### config.mk
export PLATFORM = sky130hd
export DESIGN_NAME = aes_mode_ctrl
export DESIGN_NICKNAME = d
export VERILOG_FILES = /design/src/rtl/aes_mode_ctrl.sv
export SDC_FILE = /design/constraint.sdc
export NUM_CORES = 2
export LEC_CHECK = 0
export CAP_MARGIN = 20
export CORE_AREA = 2 2 469 471
export CTS_BUF_LIST = sky130_fd_sc_hd__clkbuf_8 sky130_fd_sc_hd__clkbuf_16
export DETAILED_ROUTE_END_ITERATION = 8
export DIE_AREA = 0 0 471 473
export PLACE_DENSITY_LB_ADDON = 0.3
export SYNTH_ARGS = -nofsm -noshare
export SYNTH_HDL_FRONTEND = slang
export SYNTH_SLANG_ARGS = --single-unit
### constraint.sdc
create_clock -name clk -period 4.55 [get_ports clk]
set_clock_uncertainty 0.1 [all_clocks]
set_input_delay 1.1375 -clock clk [delete_from_list [all_inputs] [get_ports clk]]
set_output_delay 1.1375 -clock clk [all_outputs]
set_load 0.03 [all_outputs]
### src/rtl/aes_mode_ctrl.sv
// rtl/aes_mode_ctrl.sv - ECB/CBC block-chaining sequencer in front of aes_main
// Caches the expanded key so aes_main init is only reissued on a key/keylen change.
module aes_mode_ctrl #(
  parameter int CNT_W = 16
) (
  input  logic             clk,
  input  logic             reset,
  input  logic             cfg_start,
  input  logic             cfg_mode,
  input  logic             cfg_encdec,
  input  logic [255:0]     cfg_key,
  input  logic [3:0]       cfg_keylen,
  input  logic [127:0]     cfg_iv,
  input  logic [CNT_W-1:0] cfg_nblocks,
  output logic             busy,
  output logic             done,
  input  logic             in_valid,
  output logic             in_ready,
  input  logic [127:0]     in_data,
  output logic             out_valid,
  input  logic             out_ready,
  output logic [127:0]     out_data,
  output logic             core_encdec,
  output logic             core_init,
  output logic             core_next,
  output logic [255:0]     core_key,
  output logic [3:0]       core_keylen,
  output logic [127:0]     core_block,
  input  logic             core_ready,
  input  logic [127:0]     core_result
);

  typedef enum logic [2:0] {
    S_IDLE, S_KEY_INIT, S_KEY_WAIT, S_ACCEPT, S_BLK_WAIT, S_OUTPUT, S_DONE
  } state_t;

  state_t           r_state;
  logic             r_mode, r_encdec, r_key_cached, r_skip;
  logic [255:0]     r_key;
  logic [3:0]       r_keylen;
  logic [127:0]     r_chain, r_next_chain;
  logic [CNT_W-1:0] r_cnt;
  logic             r_busy, r_done, r_in_ready, r_out_valid;
  logic             r_core_encdec, r_core_init, r_core_next;
  logic [255:0]     r_core_key;
  logic [3:0]       r_core_keylen;
  logic [127:0]     r_core_block, r_out_data;
  logic             w_key_hit;

  // core_key/core_keylen double as the cached copy; r_key_cached says it is valid
  assign w_key_hit = r_key_cached && (cfg_key == r_core_key) && (cfg_keylen == r_core_keylen);

  always_ff @(posedge clk) begin
    if (reset) begin
      r_state       <= S_IDLE;
      r_mode        <= 1'b0;
      r_encdec      <= 1'b0;
      r_key_cached  <= 1'b0;
      r_skip        <= 1'b0;
      r_key         <= '0;
      r_keylen      <= '0;
      r_chain       <= '0;
      r_next_chain  <= '0;
      r_cnt         <= '0;
      r_busy        <= 1'b0;
      r_done        <= 1'b0;
      r_in_ready    <= 1'b0;
      r_out_valid   <= 1'b0;
      r_core_encdec <= 1'b0;
      r_core_init   <= 1'b0;
      r_core_next   <= 1'b0;
      r_core_key    <= '0;
      r_core_keylen <= '0;
      r_core_block  <= '0;
      r_out_data    <= '0;
    end else begin
      case (r_state)
        S_IDLE: begin
          if (cfg_start) begin
            r_mode   <= cfg_mode;
            r_encdec <= cfg_encdec;
            r_key    <= cfg_key;
            r_keylen <= cfg_keylen;
            r_chain  <= cfg_iv;
            r_cnt    <= cfg_nblocks;
            r_busy   <= 1'b1;
            if (cfg_nblocks == '0) begin
              r_done  <= 1'b1;
              r_state <= S_DONE;
            end else if (w_key_hit) begin
              r_in_ready <= 1'b1;
              r_state    <= S_ACCEPT;
            end else begin
              r_state <= S_KEY_INIT;
            end
          end
        end
        S_KEY_INIT: begin
          r_key_cached  <= 1'b0;
          r_core_key    <= r_key;
          r_core_keylen <= r_keylen;
          r_core_init   <= 1'b1;
          r_skip        <= 1'b1;
          r_state       <= S_KEY_WAIT;
        end
        S_KEY_WAIT: begin
          r_core_init <= 1'b0;
          // core_ready still shows the pre-pulse value during the pulse cycle
          if (r_skip) begin
            r_skip <= 1'b0;
          end else if (core_ready) begin
            r_key_cached <= 1'b1;
            r_in_ready   <= 1'b1;
            r_state      <= S_ACCEPT;
          end
        end
        S_ACCEPT: begin
          if (in_valid) begin
            r_in_ready    <= 1'b0;
            r_core_block  <= (r_mode && r_encdec) ? (in_data ^ r_chain) : in_data;
            if (r_mode && !r_encdec) r_next_chain <= in_data;
            r_core_encdec <= r_encdec;
            r_core_next   <= 1'b1;
            r_skip        <= 1'b1;
            r_state       <= S_BLK_WAIT;
          end
        end
        S_BLK_WAIT: begin
          r_core_next <= 1'b0;
          if (r_skip) begin
            r_skip <= 1'b0;
          end else if (core_ready) begin
            if (r_mode && !r_encdec) begin
              r_out_data <= core_result ^ r_chain;
              r_chain    <= r_next_chain;
            end else begin
              r_out_data <= core_result;
              if (r_mode) r_chain <= core_result;
            end
            r_out_valid <= 1'b1;
            r_state     <= S_OUTPUT;
          end
        end
        S_OUTPUT: begin
          if (out_ready) begin
            r_out_valid <= 1'b0;
            if (r_cnt != '0) r_cnt <= r_cnt - 1'b1;
            if (r_cnt <= {{(CNT_W-1){1'b0}}, 1'b1}) begin
              r_done  <= 1'b1;
              r_state <= S_DONE;
            end else begin
              r_in_ready <= 1'b1;
              r_state    <= S_ACCEPT;
            end
          end
        end
        S_DONE: begin
          r_done  <= 1'b0;
          r_busy  <= 1'b0;
          r_state <= S_IDLE;
        end
        default: r_state <= S_IDLE;
      endcase
    end
  end

  assign busy        = r_busy;
  assign done        = r_done;
  assign in_ready    = r_in_ready;
  assign out_valid   = r_out_valid;
  assign out_data    = r_out_data;
  assign core_encdec = r_core_encdec;
  assign core_init   = r_core_init;
  assign core_next   = r_core_next;
  assign core_key    = r_core_key;
  assign core_keylen = r_core_keylen;
  assign core_block  = r_core_block;

endmodule

==> impl_metrics.tcl <==
set metrics [dict create \
    outcome "completed" \
    grt_util_all_layers 0.227 \
    row_count 172 \
    min_period_over_period 0.820 \
    power.total_w 0.0311 \
    cts.sinks 1062 \
    synth_top_area_frac 0.471 \
    ant_nets 0 \
    multiInputGateArea_mm2 0.0219 \
    setup_viol 0 \
    h-tree-depth 4 \
    remaining_drc_errors 0 \
    path_clk_slew_ns 0.07 \
    drv_slew 0 \
    grt_first_pass_wirelength_um 358000 \
    fp.dieW_um 471 \
    cts_buffer_depth 3 \
    antenna_found_initial 105 \
    clkPwrFrac 0.354 \
    yosys.area.top_type "dfxtp_1" \
    end_kind "flip-flop" \
    final_nets 7584 \
    yosysMostFrequentCell "nand2_1" \
    ctsResizeCount 0 \
    floorplan.initialDensity 0.207 \
    cts_setup_buffers 0 \
    fill_cells 23481 \
    dieArea_mm2 0.223 \
    power.density_mw_per_mm2 479 \
    syn_area_per_cell_um2 7.63 \
    final.setup.tns_ns 0 \
    core-area_mm2 0.218 \
    final-seq-area_mm2 0.0213 \
    cts-root-buf "clkbuf_16" \
    syn_area_mm2 0.0452 \
    fmax_mhz 268 \
    crit_fanout 2 \
    power_switching_w 0.0115 \
    static-leakage-power_nw 21.7 \
    cts_buffers 138 \
    criticalPathCategory "input port to flip-flop" \
    grt_max_degree 191 \
    cts_tree "built" \
    drive_gt1_frac 0.0482 \
    cap_violations 0 \
    seq_area_frac_synth 0.471 \
    p_seq_frac 0.363 \
    rsz0062_at_grt "no" \
    area_growth_pct 43.8 \
    synth_warnings 0 \
    die_h_um 473 \
    routed_via_density 4.75 \
    startpoint_type "input port" \
    sw_frac_of_total 0.371 \
    hold_buffers 0 \
    synthCells 5925 \
    drt-initial-drc-count 4211 \
    pre_cts_ws_ns -0.0497 \
    dr_total_vias 47267 \
    wirelength_um 266000 \
    hp-class "flip-flop to flip-flop" \
    synth_flop_cell "dfxtp_1" \
    grt-ovfl-total 0 \
    ys_ff_latch 1062 \
    yosys-top-cells-area "dfxtp_1 (47%), nand2_1 (15%), a21oi_1 (8.8%)" \
    gp_congestion 1.00 \
    hold_viol 0 \
    clock_latency_ns 0.81 \
    whs_ns 0.335 \
    fin_crit_ns 3.73 \
    wl_per_cell_um 26.7 \
    fin_ws_ns 0.820 \
    io_pins 1191 \
    dp_hpwl_um 201000 \
    slew_headroom 0.182 \
    critical_path_required_ns 5.18 \
    synth_edf_count 0 \
    synthArstFlopShare 0 \
    synth_nets 6595 \
    critPathArrivalTime_ns 4.36 \
    max_slew.worst_pin.slew_ns 1.23 \
    grt_pass1_vias 43937 \
    io_buffers 1190 \
    internal-power_w 0.0196 \
    vdd_drop_max_mv 0.446 \
    p_comb_frac 0.283 \
    final_util 0.298 \
    ys_types 52 \
    first_pass_iters 6 \
    synthTopCellsByCount "nand2_1 (1849), dfxtp_1 (1062), a21oi_1 (792)" \
]
layer usage:
| metal | global-route usage | vias to the layer above | share of wire |
|---|---|---|---|
| met5 | 0 | - | 0.0012 |
| met3 | 0.0842 | 459 | 0.10 |
| met2 | 0.326 | 2137 | 0.42 |
| met1 | 0.300 | 22846 | 0.43 |
| met4 | 0.106 | 48 | 0.048 |
| li1 | - | 21777 | - |
critical path, cell delays in order:
cell	delay, ns
clkdlybuf4s50_1	0.45
xnor2_1	0.64
nand4_1	0.20
nor4_1	0.41
buf_4	0.22
nand4_1	0.14
nor4_1	0.69
buf_4	0.25
nand2_1	0.05
o211ai_1	0.17
state kept, by name, summed over array words and instances, names as in the netlist:
signal and cells:
busy 1, core_block 128, core_encdec 1, core_init 1, core_key 256, core_keylen 4
core_next 1, done 1, in_ready 1, out_data 128, out_valid 1, r_chain 128
r_cnt 16, r_encdec 1, r_key 256, r_key_cached 1, r_keylen 4, r_mode 1
r_next_chain 128, r_skip 1, r_state 3
placed cells by master (no fill, tap or decap), types with 5 or more instances in the layout:
cell,instances
nand4_1,28
dfxtp_1,1062
a211oi_1,261
nand2_1,1845
o2bb2ai_1,14
nor4_1,50
a221oi_1,12
o2111ai_1,11
inv_1,140
diode_2,52
nor3_1,14
nand2b_1,37
buf_4,67
o21ai_0,16
a22oi_1,14
inv_6,7
xnor2_1,52
nor2b_1,18
o22ai_1,39
buf_12,35
a21oi_1,792
clkbuf_16,140
clkinvlp_4,5
nor2_1,546
clkdlybuf4s50_1,1189
clkbuf_8,31
clkinv_2,16
a22o_1,20
xor2_1,350
a311oi_1,128
o21ai_1,7
cells by family (layout without fill, tap and decap cells):
logic type / after synthesis / in the layout / share of synthesized area
simple gates: 2564 / 2564 / 0.222
compound gates: 1340 / 1340 / 0.182
flops: 1062 / 1062 / 0.471
buf+inv: 554 / 1648 / 0.0460
xor+xnor: 402 / 402 / 0.0779
fa+ha+maj: 2 / 2 / 0.000554
mux: 1 / 1 / 0.000222
other cells: 0 / 52 / 0
power by group through the flow:
stage / clock network [W] / logic [W] / registers, W
floorplan: 0 / 0.00401 / 0.0119
global placement: 0 / 0.00877 / 0.0114
detailed placement: 0 / 0.00881 / 0.0115
CTS: 0.0113 / 0.00884 / 0.0113
global route: 0.0117 / 0.00944 / 0.0114
finish: 0.0110 / 0.00879 / 0.0113
metrics by stage:
step | area (um^2) | cells
CTS | 64800 | 9890
global placement | 60300 | 9644
detailed placement | 60300 | 9645
finish | 65000 | 9942
global route | 64900 | 9923
floorplan | 45200 | 5925
final timing paths:
path | end | slack [ns] | cells past startpoint | from
min | core_key[164]$_SDFFE_PP0P_ | 0.34 | 2 | r_key[164]$_SDFFE_PP0P_
max | in_ready$_SDFFE_PP0P_ | 0.82 | 10 | cfg_key[154]
min reg2reg | core_key[164]$_SDFFE_PP0P_ | 0.34 | 2 | r_key[164]$_SDFFE_PP0P_
max reg2reg | r_cnt[0]$_SDFFE_PP0P_ | 1.22 | 7 | r_state[2]$_SDFFE_PP0P_
layout make-up:
type                    count  area share
multi-input cells        4309       0.337
flip-flops and latches   1062       0.327
repair buffers           1293       0.202
clock buffers             171      0.0605
well taps                2871      0.0553
clock inverters            74     0.00922
inverters                 110     0.00635
diodes                     52     0.00200
(Power assumes the default switching activity.)
